[src/rtl/otter_fetch_unit_if.sv]
// Fetch-stage bus bundle: instruction-memory port 1 plus the decode-side
// valid/stall handshake and redirect request.
interface otter_fetch_unit_if;
  logic [31:0] imem_addr;
  logic        imem_rd;
  logic [31:0] imem_dout;
  logic        redirect;
  logic [31:0] redirect_pc;
  logic        stall;
  logic        if_valid;
  logic [31:0] if_ir;
  logic [31:0] if_pc;
  logic [31:0] if_pc4;

  modport master (
    output imem_addr, imem_rd, if_valid, if_ir, if_pc, if_pc4,
    input  imem_dout, redirect, redirect_pc, stall
  );

  modport slave (
    input  imem_addr, imem_rd, if_valid, if_ir, if_pc, if_pc4,
    output imem_dout, redirect, redirect_pc, stall
  );
endinterface

[src/rtl/otter_fetch_unit.sv]
// OTTER instruction-fetch stage: owns the PC, issues 1-cycle-latency reads and
// buffers returned words in a small FIFO presented to decode.
module otter_fetch_unit #(
  parameter logic [31:0] RESET_VEC = 32'h0000_0000,
  parameter int          DEPTH     = 2
) (
  input  logic               clk,
  input  logic               rst_n,
  otter_fetch_unit_if.master bus
);

  localparam int CW = $clog2(DEPTH + 1);
  localparam int PW = (DEPTH > 1) ? $clog2(DEPTH) : 1;
  localparam logic [CW:0]   DEPTH_W = (CW + 1)'(DEPTH);
  localparam logic [PW-1:0] PTR_MAX = PW'(DEPTH - 1);

  logic [31:0]   pc_r;
  logic [31:0]   req_pc_r;
  logic          inflight_r;
  logic          kill_r;
  logic [CW-1:0] count_r;
  logic [PW-1:0] rd_ptr_r;
  logic [PW-1:0] wr_ptr_r;
  logic [31:0]   ir_mem_r [DEPTH];
  logic [31:0]   pc_mem_r [DEPTH];

  logic          not_empty_s;
  logic          valid_s;
  logic          pop_s;
  logic          push_s;
  logic          issue_s;
  logic [CW:0]   occ_s;
  logic [31:0]   addr_s;
  logic [31:0]   head_pc_s;

  function automatic logic [PW-1:0] ptr_inc(input logic [PW-1:0] p);
    if (p == PTR_MAX) begin
      ptr_inc = {PW{1'b0}};
    end else begin
      ptr_inc = p + PW'(1);
    end
  endfunction

  // Handshake, occupancy and issue decision
  always_comb begin
    not_empty_s = (count_r != {CW{1'b0}});
    valid_s     = not_empty_s & ~bus.redirect;
    pop_s       = valid_s & ~bus.stall;
    push_s      = inflight_r & ~kill_r;
    // pop implies count >= 1, so this never underflows
    occ_s       = {1'b0, count_r} + (CW + 1)'(inflight_r) - (CW + 1)'(pop_s);
    issue_s     = rst_n & (bus.redirect | (occ_s < DEPTH_W));
    if (bus.redirect) begin
      addr_s = bus.redirect_pc & 32'hFFFF_FFFC;
    end else begin
      addr_s = pc_r;
    end
    if (not_empty_s) begin
      head_pc_s = pc_mem_r[rd_ptr_r];
    end else begin
      head_pc_s = 32'h0000_0000;
    end
  end

  assign bus.imem_rd   = issue_s;
  assign bus.imem_addr = addr_s;
  assign bus.if_valid  = valid_s;
  assign bus.if_ir     = not_empty_s ? ir_mem_r[rd_ptr_r] : 32'h0000_0000;
  assign bus.if_pc     = head_pc_s;
  assign bus.if_pc4    = head_pc_s + 32'd4;

  // Program counter and in-flight request tracking
  always_ff @(posedge clk or negedge rst_n) begin
    if (!rst_n) begin
      pc_r       <= RESET_VEC;
      req_pc_r   <= 32'h0000_0000;
      inflight_r <= 1'b0;
      kill_r     <= 1'b0;
    end else begin
      if (issue_s) begin
        req_pc_r   <= addr_s;
        pc_r       <= addr_s + 32'd4;
        inflight_r <= 1'b1;
      end else begin
        inflight_r <= 1'b0;
      end
      // a redirect always issues its own fetch, so its response is kept
      kill_r <= bus.redirect & ~issue_s;
    end
  end

  // Buffer pointers and occupancy; redirect flushes everything
  always_ff @(posedge clk or negedge rst_n) begin
    if (!rst_n) begin
      count_r  <= {CW{1'b0}};
      rd_ptr_r <= {PW{1'b0}};
      wr_ptr_r <= {PW{1'b0}};
    end else if (bus.redirect) begin
      count_r  <= {CW{1'b0}};
      rd_ptr_r <= {PW{1'b0}};
      wr_ptr_r <= {PW{1'b0}};
    end else begin
      if (push_s) begin
        wr_ptr_r <= ptr_inc(wr_ptr_r);
      end else begin
        wr_ptr_r <= wr_ptr_r;
      end
      if (pop_s) begin
        rd_ptr_r <= ptr_inc(rd_ptr_r);
      end else begin
        rd_ptr_r <= rd_ptr_r;
      end
      count_r <= count_r + CW'(push_s) - CW'(pop_s);
    end
  end

  // Buffer storage: instruction word with the address it was fetched from
  always_ff @(posedge clk or negedge rst_n) begin
    if (!rst_n) begin
      for (int i = 0; i < DEPTH; i++) begin
        ir_mem_r[i] <= 32'h0000_0000;
        pc_mem_r[i] <= 32'h0000_0000;
      end
    end else if (push_s && !bus.redirect) begin
      ir_mem_r[wr_ptr_r] <= bus.imem_dout;
      pc_mem_r[wr_ptr_r] <= req_pc_r;
    end else begin
      ir_mem_r[wr_ptr_r] <= ir_mem_r[wr_ptr_r];
      pc_mem_r[wr_ptr_r] <= pc_mem_r[wr_ptr_r];
    end
  end

endmodule
[src/flat_wrapper.sv]
// flat-port wrapper written by rule: the top's interface ports become plain ports
module otter_fetch_unit_flat 
#(
  parameter logic [31:0] RESET_VEC = 32'h0000_0000,
  parameter int          DEPTH     = 2
)
  (clk, rst_n, bus_imem_addr, bus_imem_rd, bus_if_valid, bus_if_ir, bus_if_pc, bus_if_pc4, bus_imem_dout, bus_redirect, bus_redirect_pc, bus_stall);
  otter_fetch_unit_if bus_i ();
  input  logic clk;
  input  logic rst_n;
  output wire logic [$bits(bus_i.imem_addr)-1:0] bus_imem_addr;
  output wire logic [$bits(bus_i.imem_rd)-1:0] bus_imem_rd;
  output wire logic [$bits(bus_i.if_valid)-1:0] bus_if_valid;
  output wire logic [$bits(bus_i.if_ir)-1:0] bus_if_ir;
  output wire logic [$bits(bus_i.if_pc)-1:0] bus_if_pc;
  output wire logic [$bits(bus_i.if_pc4)-1:0] bus_if_pc4;
  input wire logic [$bits(bus_i.imem_dout)-1:0] bus_imem_dout;
  input wire logic [$bits(bus_i.redirect)-1:0] bus_redirect;
  input wire logic [$bits(bus_i.redirect_pc)-1:0] bus_redirect_pc;
  input wire logic [$bits(bus_i.stall)-1:0] bus_stall;
  assign bus_imem_addr = bus_i.imem_addr;
  assign bus_imem_rd = bus_i.imem_rd;
  assign bus_if_valid = bus_i.if_valid;
  assign bus_if_ir = bus_i.if_ir;
  assign bus_if_pc = bus_i.if_pc;
  assign bus_if_pc4 = bus_i.if_pc4;
  assign bus_i.imem_dout = bus_imem_dout;
  assign bus_i.redirect = bus_redirect;
  assign bus_i.redirect_pc = bus_redirect_pc;
  assign bus_i.stall = bus_stall;
  otter_fetch_unit #(.RESET_VEC(RESET_VEC), .DEPTH(DEPTH)) u_core (.clk(clk), .rst_n(rst_n), .bus(bus_i));
endmodule
[config.mk]
export PLATFORM = sky130hd
export DESIGN_NAME = otter_fetch_unit_flat
export DESIGN_NICKNAME = d
export VERILOG_FILES = /design/src/rtl/otter_fetch_unit_if.sv /design/src/rtl/otter_fetch_unit.sv /design/src/flat_wrapper.sv
export SDC_FILE = /design/constraint.sdc
export NUM_CORES = 1
export LEC_CHECK = 0
export ABC_AREA = 1
export CORE_MARGIN = 10
export CORE_UTILIZATION = 30
export DETAILED_ROUTE_END_ITERATION = 8
export SYNTH_ARGS = -nofsm -noshare
export SYNTH_HDL_FRONTEND = slang
export SYNTH_SLANG_ARGS = --single-unit
[constraint.sdc]
create_clock -name clk -period 5 [get_ports clk]
set_input_delay 1 -clock clk [delete_from_list [all_inputs] [get_ports clk]]
set_output_delay 1 -clock clk [all_outputs]
set_load 0.01 [all_outputs]
==> results of run 1 <==
power breakdown:
part	total (mW)	switching, mW	internal (mW)
clock	1.35	0.646	0.701
combinational	4.06	2.45	1.61
sequential	2.68	0.354	2.33
layer usage:
layer | vias to the layer above | part of all wire (%)
li1 | 4874 | -
met1 | 4464 | 50
met2 | 268 | 42
met3 | 13 | 6.1
met4 | 0 | 0.96
met5 | - | 0
kinds of logic (layout without fill, tap and decap cells):
kind of cell,count (synthesis),count (layout),synth area share [%]
AO/OA/AOI/OAI,225,225,10.9
XOR/XNOR,20,20,1.65
adder cells (fa/ha/maj),6,6,0.778
buffers and inverters,208,382,8.45
flip-flops,196,196,46.2
multiplexers,3,3,0.318
AND/OR/NAND/NOR,800,800,31.7
sequential cells by signal, indices dropped and copies added (netlist names):
register           cells
u_core.ir_mem_r       64
u_core.req_pc_r       32
u_core.count_r         2
u_core.wr_ptr_r        1
u_core.pc_r           30
u_core.inflight_r      1
u_core.rd_ptr_r        1
u_core.kill_r          1
u_core.pc_mem_r       64
layout by cell type (no fill, tap or decap), types with 2 or more instances in the layout:
cell	netlist	layout
sky130_fd_sc_hd__nand2_1	520	519
sky130_fd_sc_hd__dfrtp_1	196	195
sky130_fd_sc_hd__clkdlybuf4s50_1	0	193
sky130_fd_sc_hd__inv_1	131	131
sky130_fd_sc_hd__nor2_1	125	125
sky130_fd_sc_hd__o21ai_0	116	116
sky130_fd_sc_hd__a21oi_1	95	95
sky130_fd_sc_hd__nand3_1	86	86
sky130_fd_sc_hd__nand2_2	33	34
sky130_fd_sc_hd__xor2_1	18	18
sky130_fd_sc_hd__clkbuf_16	0	17
sky130_fd_sc_hd__buf_4	9	16
sky130_fd_sc_hd__nor2_2	13	12
sky130_fd_sc_hd__nor2_4	9	10
sky130_fd_sc_hd__o21bai_1	7	7
sky130_fd_sc_hd__nand2_4	6	6
sky130_fd_sc_hd__inv_2	5	5
sky130_fd_sc_hd__ha_1	5	5
sky130_fd_sc_hd__clkbuf_1	27	4
sky130_fd_sc_hd__mux2_2	3	3
sky130_fd_sc_hd__inv_6	0	3
sky130_fd_sc_hd__nand3b_1	2	2
sky130_fd_sc_hd__o21ai_1	2	2
sky130_fd_sc_hd__or2_2	2	2
sky130_fd_sc_hd__nor3_1	2	2
sky130_fd_sc_hd__xnor2_1	2	2
sky130_fd_sc_hd__o211ai_1	2	2
sky130_fd_sc_hd__clkinv_4	0	2
sky130_fd_sc_hd__inv_8	0	2
sky130_fd_sc_hd__clkinvlp_4	0	2
sky130_fd_sc_hd__buf_12	0	2
worst paths after layout:
path / start / to / slack [ns] / cells after the start
worst max-delay path: bus_stall / bus_imem_rd / 0.29 / 9
worst min-delay path: rst_n / u_core.pc_mem_r[9] / 0.45 / 1
worst max register to register: u_core.count_r[1] / u_core.pc_r[16] / 1.22 / 14
worst min register to register: u_core.ir_mem_r[60] / u_core.ir_mem_r[60] / 0.47 / 2
max in group asynchronous: rst_n / u_core.ir_mem_r[35] / 3.39 / 2
min in group clk: u_core.ir_mem_r[60] / u_core.ir_mem_r[60] / 0.47 / 2
worst max-delay path, delay by kind of cell:
kind | cells | cell delay, ns
xor gates and xnor gates | 1 | 0.18
adders and majority gates | 2 | 0.67
buffers and inverters | 2 | 1.01
and+or+nand+nor | 4 | 0.85
layout make-up:
type	instances	share of cell area, %
multi-input cells	1054	35.8
flip-flops and latches	196	36.4
well taps	455	4.23
clock buffers	21	3.27
repair buffers	213	15.7
inverters	137	3.82
clock inverters	11	0.864
Yosys cell counts:
master                     instances
sky130_fd_sc_hd__a21oi_1          95
sky130_fd_sc_hd__a31oi_1           1
sky130_fd_sc_hd__buf_1             2
sky130_fd_sc_hd__buf_2            27
sky130_fd_sc_hd__buf_4             9
sky130_fd_sc_hd__buf_6             5
sky130_fd_sc_hd__buf_8             1
sky130_fd_sc_hd__clkbuf_1         27
sky130_fd_sc_hd__clkinv_1          1
sky130_fd_sc_hd__dfrtp_1         196
sky130_fd_sc_hd__fa_1              1
sky130_fd_sc_hd__ha_1              5
sky130_fd_sc_hd__inv_1           131
sky130_fd_sc_hd__inv_2             5
sky130_fd_sc_hd__mux2_2            3
sky130_fd_sc_hd__nand2_1         520
sky130_fd_sc_hd__nand2_2          33
sky130_fd_sc_hd__nand2_4           6
sky130_fd_sc_hd__nand3_1          86
sky130_fd_sc_hd__nand3_2           1
sky130_fd_sc_hd__nand3b_1          2
sky130_fd_sc_hd__nand4_1           1
sky130_fd_sc_hd__nor2_1          125
sky130_fd_sc_hd__nor2_2           13
sky130_fd_sc_hd__nor2_4            9
sky130_fd_sc_hd__nor3_1            2
sky130_fd_sc_hd__o211ai_1          2
sky130_fd_sc_hd__o21a_1            1
sky130_fd_sc_hd__o21ai_0         116
sky130_fd_sc_hd__o21ai_1           2
sky130_fd_sc_hd__o21ai_2           1
sky130_fd_sc_hd__o21bai_1          7
sky130_fd_sc_hd__or2_2             2
sky130_fd_sc_hd__xnor2_1           2
sky130_fd_sc_hd__xor2_1           18
metrics by stage:
stage | setup WS [ns] | area (µm²)
2_1_floorplan | 0.761 | 10600
3_3_place_gp | 0.359 | 12900
3_5_place_dp | 0.279 | 12900
4_1_cts | 0.267 | 13500
5_1_grt | 0.112 | 13500
6_report | 0.288 | 13500
==> run summary, run 1 <==
The DRC marker count from the first detailed-route iteration came out at 705. The worst setup path is launched from an input pin. For this design the ratio of total power to cell area is 601 nW/µm². The worst hold slack after final layout is 0.452 ns. After global routing, the most crowded layer is met1. The global routing usage on met1 is 21.9%.

Wires add up to 32.6 mm. The global router's overall resource usage came out at 14.9%. The cell with the biggest individual delay on the critical path is sky130_fd_sc_hd__clkdlybuf4s50_1. The maximum single-stage delay on the critical path is 0.61 ns. The clock insertion delay at the later pin of the skew report is 0.44 ns.

The finished layout holds 2087 standard cells, fillers aside. The first global-routing pass estimated 52.7 mm of wire. Counting the fill cells in the layout gives 3645. After clock tree synthesis, the clock-pin slew on the worst setup and hold paths is 0.07 ns. The via count of the routed design came out at 9619. The number of nets in the layout came out at 1693. Dividing the detail-routed wire length by the instance count gives 15.6 µm. Traced cell by cell, the critical path runs through clkdlybuf4s50_1 > nor3_1 > ha_1 > or2_2 > fa_1 > xnor2_1 > nand3_1 > nand2_1 > clkdlybuf4s50_1. Setup repair after global routing left no endpoint under its margin. The number of hold violations in the final report came out at 0. The cell row count is 68. The worst IR drop on VDD came out at 0.304 mV. The number of violations of the max-capacitance limit is 0. The run finished with clean final reports. The CTS tree is done.

Summing every instance area after synthesis gives 10600 µm². The final core utilization is 38.8%. The die span in x came out at 208 µm.

The number of hold buffers added after CTS was 0. The level count of the clock H-tree is 4. The count of final setup violators came out at 0. The number of setup buffers added after CTS came out at 0. The first TritonRoute pass finished after 7 iterations. The number of clock sinks came out at 196. The number of buffers inserted by port buffering is 195. The full die area came out at 43300 µm². The final clock skew is 0.0112 ns. Counting tap cells, the placed design contains a total of 2055 instances. Entering global routing, the biggest net connects 72 pins. In the post-synthesis netlist, the biggest area contributors are sky130_fd_sc_hd__dfrtp_1 (46%), sky130_fd_sc_hd__nand2_1 (18%), sky130_fd_sc_hd__o21ai_0 (5.5%), sky130_fd_sc_hd__inv_1 (4.6%), sky130_fd_sc_hd__a21oi_1 (4.5%). The accumulated negative setup slack came out at 0 ns.

The CTS buffer count came out at 17. Counting every net in the synthesized netlist gives 1532. The clock period minus worst slack came out at 4.71 ns. The maximum count of clock buffers along a single path came out at 2.

The overall power after layout is 8.09 mW. The headroom to the max-slew limit came out at 35.6%. The slew at the pin closest to its max-slew limit came out at 0.963 ns. The synthesized flop and latch total came out at 196. The synthesis warning total is 0.

The average vias per placed instance came out at 4.61. The die height is 208 µm. The required time of the critical path came out at 4.00 ns. The proportion of netlist area held by the largest area contributor is 46.2%. The core outline area is 34700 µm². The total area of sequential cells came out at 4910 µm².

Sequential cells were found to cover 46.2% of the synthesized design area. The area overhead of the layout relative to synthesis is 27.0%. The largest total area in the synthesized netlist belongs to sky130_fd_sc_hd__dfrtp_1. The via count of the first global-routing pass is 9267. The leakage component of the power came out at 6.27 nW. The half-perimeter wire length after detailed placement is 23.8 mm. The initial core utilization is 30.6%.

The remaining routing DRC violations came out at 0. The share of the clock period used by the worst path after layout came out at 94.2%. In this run the clock root is driven by a sky130_fd_sc_hd__clkbuf_16. Summing all multi-input logic gate instances after layout gives 4820 µm². The count of cell types in the netlist came out at 35. The routing usage on met2 came out at 21.3%. The number of gates given a new drive strength after cts came out at 0. The global placer's final weighted congestion came out at 0.874. The remaining antenna violation count after routing came out at 0. The initial antenna violation count is 0. The top-level I/O count came out at 198. The fmax is 212 MHz.

The cell count after synthesis is 1458. The final count of pins violating max slew came out at 0. The met3 track utilization from global routing is 3.79%. The most frequent cell on the critical path is sky130_fd_sc_hd__clkdlybuf4s50_1. The synthesized area per cell is 7.28 µm². The number of diodes came out at 0. Of the cells placed in the final design, the portion with a size suffix greater than 1 is 7.54%.

The data arrival at the endpoint of the critical path came out at 3.71 ns. The worst setup path is captured at a primary output. The aggregate global routing overflow came out at 0. The peak fanout along the critical path is 2. The startpoint-to-endpoint class of the critical path is input pin to primary output.

The min-delay analysis places its worst path in the category input pin to async pin.
No activity file was read; power rests on OpenSTA's default activity.
==> run 2, diff against run 1 <==
Settings changed: PLACE_DENSITY from default to 0.52, REMOVE_ABC_BUFFERS from default to 1, TNS_END_PERCENT from default to 30.
==> run 2 against run 1 <==
  * First-iteration DRC count rose by 18%
  * Largest cell class unchanged
  * Sequential cell count did not move
  * Wire length rose by 5.4%
  * Largest power group unchanged
  * Fmax rose by 2.0%
  * Critical endpoint unchanged
  * Non-clock buffer count did not move
==> run summary, run 2 (synthesized netlist as in run 1, its figures left out) <==
The share of the clock period used by the worst path after layout is 92.4% (-1.8 points). The final count of pins violating max slew came out at 0 (unchanged). The number of non-filler instances in the completed layout came out at 2087 (unchanged). The fraction of final layout cells sized beyond drive strength 1 is 7.78% (+0.25 points). The total power per unit cell area is 609 nW/µm² (+1.4%).

The die height came out at 208 µm (unchanged). The cell row count is 68 (unchanged). The multi-input combinational cell area is 4820 µm² (unchanged). The clock period minus worst slack came out at 4.62 ns (-0.0920 ns).

The number of hold violations in the final report was 0 (unchanged). The switching power as a share of total power is 42.8% (+0.13 points). The number of buffers inserted by port buffering is 195 (unchanged). The detail-routed net length per standard cell came out at 16.4 µm (+5.4%). The wire length of the first global-routing pass is 54.7 mm (+3.7%). The largest registers in the layout are u_core.ir_mem_r: 64 flops, u_core.pc_mem_r: 64 flops, u_core.req_pc_r: 32 flops. The full die area came out at 43300 µm² (unchanged).

The net switching power came out at 3.53 mW (+2.2%). The remaining antenna violation count after routing came out at 0 (unchanged). The initial antenna violation count came out at 1 (+1). The critical path endpoint category is a primary output. The endpoint of the most critical register-to-register path is u_core.pc_r[14]. The CTS tree is done.

The cts-stage hold buffer count is 0 (unchanged). The final clock skew is 0.0126 ns (+0.00136 ns). The instance area at placement is 12900 µm² (about the same). The number of clock sinks came to 196 (unchanged). The critical path is of the input pin to primary output type. The leakage component of the power was 6.31 nW (+0.49%). The accumulated negative setup slack came out at 0 ns (unchanged). The startpoint identified for the worst register-to-register timing path is u_core.count_r[1]. The remaining routing DRC violations came to 0 (unchanged). The required time of the critical path came to 4.00 ns (about the same). The level count of the clock H-tree is 4 (unchanged).

The number of violations of the max-capacitance limit is 0 (unchanged). The cell count after placement came to 2055 (unchanged). The number of cells traversed by the worst register-to-register path is 14 (unchanged). The clock insertion delay at the later pin of the skew report is 0.44 ns (about the same). The DRC marker count from the first detailed-route iteration is 834 (+18%). The worst IR drop on VDD was 0.317 mV (+4.1%). The number of nets in the layout is 1693 (unchanged). The top-level I/O count is 198 (unchanged).

The initial core utilization is 30.6% (unchanged). Leaving out fill and tap cells, the most frequent cell in the layout is sky130_fd_sc_hd__nand2_1. The detailed-routing iteration count for the pre-antenna-repair pass is 5 (-2). The CTS buffer count is 17 (unchanged). The fraction of power consumed by the clock network came out at 17.6% (+0.9 points).

The average vias per placed instance came out at 4.63 (+0.54%). The worst setup path is launched from an input pin. The global router's overall resource usage is 15.6% (+0.74 points). The cell at the root of the clock tree is sky130_fd_sc_hd__clkbuf_16. The tightest min-delay check is of the input pin to async pin type. Setup repair after global routing left no endpoint under its margin. The via count of the first global-routing pass came out at 9349 (+0.88%). The internal cell power is 4.71 mW (+1.6%).

The worst hold slack after final layout is 0.461 ns (+0.00895 ns). The area overhead of the layout relative to synthesis came out at 27.6%. The via count of the routed design is 9671 (+0.54%). The clock edge transition at the registers on the reported setup and hold paths came out at 0.08 ns (about the same). The headroom to the max-slew limit came out at 40.8% (+5.2 points). The data arrival at the endpoint of the critical path is 3.62 ns (-0.09 ns).

The run finished with clean final reports. The routed wire length was 34.3 mm (+5.4%). The total area of sequential cells is 4910 µm² (unchanged). The die span in x came to 208 µm (unchanged). The aggregate global routing overflow came to 0 (unchanged). The core outline area came out at 34700 µm² (unchanged). The peak fanout along the critical path came out at 2 (unchanged). The summed area of non-filler cells in the final layout came out at 13500 µm² (+0.48%). The global placer's final weighted congestion is 0.890 (+1.8%). The number of setup buffers added after CTS is 0 (unchanged). The slew at the pin closest to its max-slew limit is 0.884 ns (-0.0788 ns). In the layout the commonest cells are sky130_fd_sc_hd__nand2_1 (519), sky130_fd_sc_hd__dfrtp_1 (195), sky130_fd_sc_hd__clkdlybuf4s50_1 (193). The maximum number of pins on one net before global-route repair is 77 (+6.9%). The power share of the sequential group is 32.4% (-0.7 points).

The number of fillers in the final layout is 3658 (+0.36%). The number of diodes came to 0 (unchanged). The maximum count of clock buffers along a single path came out at 2 (unchanged). The fmax was 216 MHz (+2.0%). The number of gates given a new drive strength after cts was 0 (unchanged). The count of final setup violators came out at 0 (unchanged). The overall power after layout came to 8.24 mW (+1.9%). The half-perimeter wire length after detailed placement is 24.9 mm (+4.7%).

The slack of the worst reg-to-reg path came to 1.28 ns (+0.06 ns). The proportion of power drawn by combinational gates came to 50.0% (-0.2 points).
-- run 2: changes by cell type in the layout (fill, tap and decap cells not counted), sizes merged --
cell,delta
bufinv,+1
clkinv,+2
inv,-1
clkinvlp,+1
clkbuf,-3
-- run 2: routing by layer --
metal  global-route usage [%]  vias to the layer above  part of all wire (%)  routed length [µm]
li1                         -                     4877                     -                   -
met1                     22.9                     4487                    51               17600
met2                     22.9                      280                    42               14500
met3                     3.56                       25                   5.5                1870
met4                     2.99                        2                   1.1                 377
met5                        0                        -                 0.038                  13
-- run 2: critical path: stages --
cell and delay, ns:
sky130_fd_sc_hd__clkdlybuf4s50_1 0.40, sky130_fd_sc_hd__nor3_1 0.23, sky130_fd_sc_hd__ha_1 0.27, sky130_fd_sc_hd__or2_2 0.30
sky130_fd_sc_hd__fa_1 0.38, sky130_fd_sc_hd__xnor2_1 0.14, sky130_fd_sc_hd__nand3_1 0.16, sky130_fd_sc_hd__nand2_1 0.13
sky130_fd_sc_hd__clkdlybuf4s50_1 0.61
-- run 2: how the worst max path moves through the flow --
stage / from / endpoint / slack (ns) / depth (start not counted)
4_1_cts: bus_stall / bus_imem_rd / 0.37 / 9
3_5_place_dp: bus_stall / bus_imem_rd / 0.38 / 9
6_report: bus_stall / bus_imem_rd / 0.38 / 9
3_3_place_gp: bus_stall / bus_imem_rd / 0.39 / 9
2_1_floorplan: bus_redirect / u_core.req_pc_r[14] / 0.50 / 10
5_1_grt: u_core.rd_ptr_r / bus_if_pc4[18] / 0.13 / 12
-- run 2: layout make-up --
class | count | area share [%]
repair buffers | 213 | 15.7
clock buffers | 18 | 3.24
clock inverters | 14 | 1.26
multi-input cells | 1054 | 35.6
well taps | 455 | 4.20
flip-flops and latches | 196 | 36.2
inverters | 137 | 3.80
-- run 2: power by group through the flow --
stage               combinational (mW)  sequential [mW]  clock, mW
finish                            4.12             2.67       1.45
global route                      4.63             2.76       1.55
CTS                               4.18             2.66       1.49
detailed placement                4.16             2.69          0
global placement                  4.12             2.67          0
floorplan                         2.23             2.64          0
-- run 2: stage by stage --
step / utilization (%) / worst slack (ns)
finish: 39.0 / 0.380
global route: 39.0 / 0.129
CTS: 39.0 / 0.365
detailed placement: 37.2 / 0.383
global placement: 37.2 / 0.392
floorplan: - / 0.496
